$ cat config.mk
export PLATFORM = sky130hd
export DESIGN_NAME = conv1x1_feeder
export DESIGN_NICKNAME = d
export VERILOG_FILES = /design/src/rtl/conv1x1_feeder.sv
export SDC_FILE = /design/constraint.sdc
export NUM_CORES = 1
export LEC_CHECK = 0
export ABC_AREA = 1
export CELL_PAD_IN_SITES_DETAIL_PLACEMENT = 0
export CELL_PAD_IN_SITES_GLOBAL_PLACEMENT = 1
export CORE_AREA = 5 5 438 440
export CTS_CLUSTER_SIZE = 30
export DETAILED_ROUTE_END_ITERATION = 16
export DIE_AREA = 0 0 443 445
export PLACE_DENSITY_LB_ADDON = 0.1
export SETUP_SLACK_MARGIN = 0.15
export SYNTH_ARGS = -nofsm -noshare
export SYNTH_HDL_FRONTEND = slang
export SYNTH_SLANG_ARGS = --single-unit
$ cat constraint.sdc
create_clock -name clk -period 1.4 [get_ports clk]
set_clock_uncertainty 0.05 [all_clocks]
set_input_delay 0.28 -clock clk [delete_from_list [all_inputs] [get_ports clk]]
set_output_delay 0.28 -clock clk [all_outputs]
set_load 0.005 [all_outputs]
$ cat src/rtl/conv1x1_feeder.sv
// Streams image/kernel beats to a 1x1 conv engine and collects one result per pixel.
// Optional macro CONV1X1_FEEDER_RELU_EN clamps negative results to zero.
module conv1x1_feeder #(
  parameter int datwidth     = 16,
  parameter int inputchannel = 64,
  parameter int inputsize    = 55,
  localparam int G   = inputchannel / 16,
  localparam int P   = inputsize * inputsize,
  localparam int IAW = (P * G > 1) ? $clog2(P * G) : 1,
  localparam int KAW = (G > 1) ? $clog2(G) : 1,
  localparam int RAW = (P > 1) ? $clog2(P) : 1
) (
  input  logic                     clk,
  input  logic                     rst,
  input  logic                     start,
  output logic                     busy,
  output logic                     done,
  output logic [IAW-1:0]           img_addr,
  input  logic [16*datwidth-1:0]   img_rd_data,
  output logic [KAW-1:0]           ker_addr,
  input  logic [16*datwidth-1:0]   ker_rd_data,
  input  logic [datwidth-1:0]      bias_in,
  output logic [16*datwidth-1:0]   o_imgdata,
  output logic [16*datwidth-1:0]   o_kernel,
  output logic [datwidth-1:0]      o_bias,
  output logic                     o_firstvalue,
  output logic                     o_data_valid,
  input  logic [datwidth-1:0]      i_convolved_data,
  input  logic                     i_convolved_data_valid,
  output logic [datwidth-1:0]      res_data,
  output logic [RAW-1:0]           res_addr,
  output logic                     res_valid
);

  typedef enum logic [1:0] {IDLE, RUN, DRAIN} state_t;

  state_t               state, state_nxt;
  logic [KAW-1:0]       ret_g;
  logic [RAW-1:0]       ret_pix;
  logic                 last_issue;
  logic                 ret_beat;
  logic                 last_result;
  logic [datwidth-1:0]  res_val;

  assign last_issue  = (state == RUN) && (img_addr == IAW'(P * G - 1));
  assign ret_beat    = i_convolved_data_valid && (state != IDLE) && (ret_g == KAW'(G - 1));
  assign last_result = ret_beat && (ret_pix == RAW'(P - 1));

  always_ff @(posedge clk) begin
    if (rst) state <= IDLE;
    else     state <= state_nxt;
  end

  always_comb begin
    state_nxt = state;
    case (state)
      IDLE:    if (start) state_nxt = RUN;
      RUN:     if (last_issue) state_nxt = DRAIN;
      DRAIN:   if (last_result) state_nxt = IDLE;
      default: state_nxt = IDLE;
    endcase
  end

  always_comb begin
    busy = (state != IDLE);
  end

  // Read issue: img_addr walks linearly, which equals pix*G + g.
  always_ff @(posedge clk) begin
    if (rst) begin
      img_addr     <= '0;
      ker_addr     <= '0;
      o_data_valid <= 1'b0;
      o_firstvalue <= 1'b0;
    end else begin
      o_data_valid <= (state == RUN);
      o_firstvalue <= (state == RUN) && (ker_addr == '0);
      if (state == RUN) begin
        img_addr <= last_issue ? '0 : img_addr + IAW'(1);
        ker_addr <= (ker_addr == KAW'(G - 1)) ? '0 : ker_addr + KAW'(1);
      end
    end
  end

  // Memory data arrives one cycle after the address, aligned with o_data_valid.
  assign o_imgdata = o_data_valid ? img_rd_data : '0;
  assign o_kernel  = o_data_valid ? ker_rd_data : '0;
  assign o_bias    = bias_in;

`ifdef CONV1X1_FEEDER_RELU_EN
  assign res_val = i_convolved_data[datwidth-1] ? '0 : i_convolved_data;
`else
  assign res_val = i_convolved_data;
`endif

  // Returns are counted, not timed, so any engine latency works.
  always_ff @(posedge clk) begin
    if (rst) begin
      ret_g     <= '0;
      ret_pix   <= '0;
      res_valid <= 1'b0;
      res_data  <= '0;
      res_addr  <= '0;
      done      <= 1'b0;
    end else begin
      res_valid <= 1'b0;
      done      <= 1'b0;
      if (state == IDLE) begin
        ret_g   <= '0;
        ret_pix <= '0;
      end else if (i_convolved_data_valid) begin
        ret_g <= (ret_g == KAW'(G - 1)) ? '0 : ret_g + KAW'(1);
        if (ret_beat) begin
          res_valid <= 1'b1;
          res_data  <= res_val;
          res_addr  <= ret_pix;
          ret_pix   <= last_result ? '0 : ret_pix + RAW'(1);
          done      <= last_result && (state == DRAIN);
        end
      end
    end
  end

endmodule

==> flow_summary.ini, run 1 <==
[outcome]
violations = negative setup slack
status = complete, but fails checks

[clocking]
clkTransAtPathRegs_ns = 0.06
cts.path.max_buffers = 2
clk-insertion-delay-late_ns = 0.37
cts_buffers = 9
cts_max_level = 3
holdBufCountCts = 0
cts_sinks = 64
cts-root-buf = clkbuf_16
cts_tree = yes

[finish]
syn2layout_area_growth_pct = 271.1
drive_gt1_share_pct = 41.53
multi_input_area_um2 = 4305
final_util_pct = 14.00
layout.cells.non_filler = 5383
regArea_um2 = 1289
fill_cells = 21788
nets = 3431

[sta]
tightest_slew_ns = 0.3850
hold_viol_final = 0
timing.fmax_ghz = 0.4517
worst_slack_ns = -0.8140
fin_setup_tns_ns = -320.67
layout_min_cycle_time_ns = 2.214
setup_viol = 590
finalCritPeriodShare_pct = 158.1
rsz0062_at_grt = yes
final-max-slew-violation-count = 0
relSlewSlack_pct = 74.25

[floorplanning]
die-area_um2 = 197100
fp-row-count = 159
die_y_um = 445
start_util_pct = 3.772
io_pins = 1125
core_um2 = 187200
die_w_um = 443

[global_route]
grt_antenna_before_repair = 55
grt_usage_pct = 12.29
grt_max_degree = 28
grt_remaining_overflow = 0
grt_pass1_wl_mm = 157.9
grt_pass1_vias = 13128

[pwr]
p_int_mw = 6.683
p_seq_share_pct = 18.2
power_switching_mw = 3.487
worst_ir_drop_vdd_mv = 0.5949
clock_power_share_pct = 23.8
p_sw_share_pct = 34.29
power_density_nw_per_um2 = 388.2
combPwrFrac_pct = 58.0
leakagePower_nw = 15.42

[worst_setup_path]
max_stage_delay_ns = 0.38
r2r_start = ret_g[1]
worstSetupStartpoint = o_data_valid
crit_chain = buf_12, buf_12, buf_12, buf_16, buf_6, buf_6, buf_6, nand2_2, inv_1, buf_2
required_ns = 1.07
cp_max_fo = 8
cp_data_arrival_time_ns = 1.88
crit_path_end_kind = primary output
cp-start-kind = flop
slowest_stage = dfxtp_4
cp_num_buf_inv = 9
critPathKind = flop to primary output
critPathTopFamily = buffers and inverters

[detailed_routing]
avgViaCountPerCell = 2.558
drt_iter0_drc = 605
drt.antenna.violating_nets = 0
drt_wl_total_mm = 129.9
drcViolationCount = 0
routed-via-count = 13769
routedWlPerCell_um = 24.14
first_pass_iters = 4

[logic_synthesis]
yosys.cell_types.count = 29
avgSynthCellArea_um2 = 4.767
ys_ff_latch = 64
synthAdderAreaFrac_pct = 1.063
synth_simple_gate_area_share_pct = 39.87
synth_xor_area_share_pct = 0.7443
synth_compound_area_share_pct = 4.200
synthesis.nets = 2035
muxShareOfSynthArea_pct = 0.1595
synth_top_family_by_area = simple AND/OR/NAND/NOR gates
yosys_warnings = 0
synth_area_um2 = 7061
synth-seq-area-share_pct = 18.15
syn_inst = 1481

[placed_design]
hpwl_mm = 113.4
place.gp.congestion = 0.9439
dp_cells = 5112
port_buffers = 1092

[hold_path]
min_path_type = flop to flop
hold_start = res_addr[2]

[run]
maxCapViolations = 0
==> tightest hold or removal path, cell delays in order (launching register included) <==
cell and delay, ns:
dfxtp_1 0.31, nand2_1 0.06, a21oi_1 0.05
==> sequential cells by signal (all words and copies together), names as in the netlist <==
name          cells
o_data_valid      1
img_addr         14
res_addr         12
ret_pix          12
ker_addr          2
ret_g             2
state             2
o_firstvalue      1
res_data         16
res_valid         1
done              1
==> final cells by class <==
| class | instances | share of cell area, % |
|---|---|---|
| Timing Repair Buffer | 1469 | 57.56 |
| Clock inverter | 7 | 0.2674 |
| Tap cell | 2495 | 11.91 |
| Multi-Input combinational cell | 778 | 16.43 |
| Inverter | 555 | 7.990 |
| Clock buffer | 9 | 0.8596 |
| Sequential cell | 64 | 4.919 |
| Antenna cell | 6 | 0.05731 |
==> metrics by stage <==
step                hold WS [ns]  setup WS [ns]  instance area (µm²)  power, mW
floorplan                 0.3187         0.1181                 7117      2.713
detailed placement        0.4097        -0.8038                22190      6.490
global route              0.4307        -0.8939                26190      10.73
global placement          0.4113        -0.8006                22190      6.532
finish                    0.4183        -0.8140                26200      10.17
CTS                       0.4027        -0.9408                24030      9.700
==> timing repair <==
item	CTS	global route
pin swaps	0	2
resized for setup	1028	1137
cloned	19	11
endpoints found under the setup margin	619	622
setup buffers	86	134
==> routing by layer <==
layer,global-route usage [%],up-vias,wire [µm]
li1,-,6758,-
met1,14.06,6368,51720
met2,23.20,520,68700
met3,3.637,109,8129
met4,1.202,14,1291
met5,0,-,103
==> Yosys cell counts <==
cell type  instances  area share, %
a211oi_1           3           0.32
xor2_1             4           0.50
nor2_1            80            4.3
a21oi_2            1           0.12
nand3_1           17            1.2
nor3_1            10           0.71
buf_4             16            1.7
nand2_2            2           0.18
xnor2_1            2           0.25
inv_2              4           0.21
a21oi_1           20            1.4
buf_1              1          0.053
nor2_8             2           0.57
clkbuf_1          11           0.58
nand2_4            2           0.32
dfxtp_1           64             18
mux2_2             1           0.16
nor4_1             2           0.18
nand4_1            6           0.53
nand2_1          577             31
o21ai_1            4           0.28
buf_2             56            4.0
nor2_4             2           0.32
nor2_2             5           0.44
nand4_2            2           0.35
o21ai_0           29            2.1
ha_1               6            1.1
inv_1            551             29
nand3_2            1           0.14
==> final timing paths <==
path         slack [ns]             to  cells after the start
max               -0.81  o_kernel[150]                     10
min                0.42    res_addr[2]                      2
max reg2reg       -0.08   res_data[14]                      7
min reg2reg        0.42    res_addr[2]                      2
==> placed cells by master (no fill, tap or decap), drive strengths merged <==
master | synthesis | final
a211oi | 3 | 3
a21oi | 21 | 21
buf | 73 | 678
bufinv | 0 | 1
clkbuf | 11 | 96
clkdlybuf4s15 | 0 | 12
clkdlybuf4s50 | 0 | 587
clkinv | 0 | 4
clkinvlp | 0 | 1
dfxtp | 64 | 64
diode | 0 | 6
dlygate4sd2 | 0 | 77
dlymetal6s2s | 0 | 28
ha | 6 | 6
inv | 555 | 556
mux2 | 1 | 1
nand2 | 581 | 581
nand3 | 18 | 18
nand4 | 8 | 8
nor2 | 89 | 89
nor3 | 10 | 10
nor4 | 2 | 2
o21ai | 33 | 33
xnor2 | 2 | 2
xor2 | 4 | 4
==> power groups by stage <==
| stage | Clock, mW | Combinational, mW | Sequential, mW |
|---|---|---|---|
| after floorplan | 0 | 0.818 | 1.90 |
| after global placement | 0 | 4.64 | 1.89 |
| after detailed placement | 0 | 4.60 | 1.89 |
| after CTS | 2.61 | 5.24 | 1.85 |
| after global routing | 2.64 | 6.23 | 1.86 |
| final | 2.42 | 5.90 | 1.85 |
==> cell families after synthesis <==
family | after synthesis
and+or+nand+nor | 708
muxes | 1
buffers and inverters | 639
adders and majority gates | 6
xor gates and xnor gates | 6
DFF | 64
AOI/OAI and AO/OA | 57
Power figures use the tool's default switching activity.
==> run 2: changes to the inputs <==
--- a/config.mk
+++ b/config.mk
@@ -12,6 +12,7 @@
 export CTS_CLUSTER_SIZE = 30
 export DETAILED_ROUTE_END_ITERATION = 16
 export DIE_AREA = 0 0 443 445
+export MAX_ROUTING_LAYER = met4
 export PLACE_DENSITY_LB_ADDON = 0.1
 export SETUP_SLACK_MARGIN = 0.15
 export SYNTH_ARGS = -nofsm -noshare
==> constraint.sdc (replaced) <==
create_clock -name clk -period 1.9 [get_ports clk]
set_clock_uncertainty 0.05 [all_clocks]
set_input_delay 0.38 -clock clk [delete_from_list [all_inputs] [get_ports clk]]
set_output_delay 0.38 -clock clk [all_outputs]
set_load 0.005 [all_outputs]
==> run 2 against run 1 <==
Effect of this change: the flow still finishes with violations (negative setup slack); non-clock buffer count down 135; die area unchanged; clock power fell by 26%; global-route usage down 1.1 points; wire length fell by 11%; design area is 7.9% lower; register-to-register slack improved by 0.35 ns; sequential share of layout area grew 0.40 points; final cell count shrank 2.3%; combinational power fell by 37%; via count shrank 5.5%; sequential power fell by 26%; largest cell class unchanged; largest power group unchanged; highest routed layer is now met4.
==> flow_summary.ini, run 2 (synthesis results as in run 1) <==
[finish]
final_util_pct = 12.90
largestRegisters = res_data x16, img_addr x14
final_cell_mix = clkdlybuf4s50_1, nand2_1, inv_1
nets = 3296
syn2layout_area_growth_pct = 241.9
largest_reg_flops = 16
multi_input_area_um2 = 3623
drive_gt1_share_pct = 27.23
fill_cells = 21850
max_flop_register = res_data
layout_commonest_cell = clkdlybuf4s50_1
regArea_um2 = 1285

[global_route]
grt_usage_pct = 11.16
grt_pass1_wl_mm = 142.1
grt_remaining_overflow = 0
grt_pass1_vias = 13008
grt_antenna_before_repair = 56
grt_max_degree = 37

[worst_setup_path]
max_stage_delay_ns = 0.64
cp-start-kind = flop
cp_data_arrival_time_ns = 1.93
required_ns = 1.47
reg2regPathDepth = 8
cp_num_buf_inv = 4
slowest_stage = clkdlybuf4s50_1
r2r_end = img_addr[2]
r2r_start = img_addr[1]
critPathKind = flop to primary output
r2r_slack_ns = 0.27
critPathTopFamily = buffers and inverters
crit_path_end_kind = primary output
cp_max_fo = 11
worstSetupStartpoint = o_data_valid
crit_chain = buf_12, buf_4, nand2_1, inv_1, clkdlybuf4s50_1

[sta]
tightest_slew_ns = 0.4706
final-max-slew-violation-count = 0
finalCritPeriodShare_pct = 124.1
rsz0062_at_grt = yes
layout_min_cycle_time_ns = 2.358
hold_viol_final = 0
setup_viol = 481
worst_slack_ns = -0.4579
timing.fmax_ghz = 0.4241
relSlewSlack_pct = 68.59

[floorplanning]
die_w_um = 443
die-area_um2 = 197100
fp-row-count = 159
core_um2 = 187200
die_y_um = 445
start_util_pct = 3.772
io_pins = 1125

[hold_path]
worstHoldPathCells = 2
hold_start = res_addr[2]
min_path_type = flop to flop
hold-path-endpoint = res_addr[2]

[clocking]
cts_tree = yes
cts_max_level = 3
clk-insertion-delay-late_ns = 0.35
cts-root-buf = clkbuf_16
cts.path.max_buffers = 2
cts_sinks = 64
clkTransAtPathRegs_ns = 0.06
cts_buffers = 9

[detailed_routing]
avgViaCountPerCell = 2.475
routed-via-count = 13009
drcViolationCount = 0
drt_wl_total_mm = 115.7
drt_iter0_drc = 510
drt.antenna.violating_nets = 0
routedWlPerCell_um = 22.00
first_pass_iters = 5

[placed_design]
place.gp.congestion = 0.8583
hpwl_mm = 102.5
port_buffers = 1092
dp_slack_ns = -0.5463

[outcome]
violations = negative setup slack
status = complete, but fails checks

[pwr]
worst_ir_drop_vdd_mv = 0.3775
leakagePower_nw = 13.87
power_density_nw_per_um2 = 284.5

[run]
maxCapViolations = 0
-- run 2: through the flow --
step / hold slack (ns) / cell area, µm² / setup TNS (ns) / total power [mW] / instances
6_report: 0.4176 / 24140 / -113.76 / 6.868 / 5257
4_1_cts: 0.4171 / 23050 / -214.27 / 6.837 / 5146
3_3_place_gp: 0.4110 / 21970 / -57.87 / 4.758 / 5086
3_5_place_dp: 0.4093 / 21970 / -57.08 / 4.724 / 5086
2_1_floorplan: 0.3970 / 7061 / 0 / 1.988 / 1481
5_1_grt: 0.4359 / 24130 / -167.74 / 7.308 / 5253
-- run 2: worst min-delay path, stage by stage, from the launching register on --
cell and delay [ns]:
dfxtp_1 0.31, nand2_1 0.06, a21oi_1 0.05
-- run 2: routing by layer --
metal / vias to the layer above / routed length (µm) / global-route usage (%)
met2: 537 / 65970 / 22.46
met5: - / 0 / -
met3: 115 / 6516 / 2.680
li1: 6512 / - / -
met1: 5845 / 41860 / 11.20
met4: 0 / 1338 / 0.9171
-- run 2: where the power goes --
part           switching (mW)  internal, mW  total, mW
clock                   0.728          1.05       1.78
combinational            1.47          2.25       3.72
sequential             0.0149          1.35       1.37
-- run 2: what timing repair did --
action	4_1_cts	5_1_grt
setup endpoints to repair	524	544
hold buffers	0	0
gates resized for setup	543	723
buffers inserted	35	83
cloned	9	14
pin swaps	0	0
-- run 2: final cells by class --
cell class	count	area share [%]
Timing Repair Buffer	1334	56.66
Sequential cell	64	5.322
Multi-Input combinational cell	778	15.01
Clock buffer	11	1.005
Inverter	555	8.691
Tap cell	2495	12.93
Antenna cell	15	0.1555
Clock inverter	5	0.2280
-- run 2: worst max-delay path by stage --
stage	slack [ns]	to	cells past startpoint
floorplan	0.36	o_kernel[175]	5
global route	-0.54	o_imgdata[245]	5
global placement	-0.59	o_kernel[36]	5
CTS	-0.59	o_kernel[120]	5
detailed placement	-0.55	o_kernel[36]	5
finish	-0.46	o_imgdata[245]	5
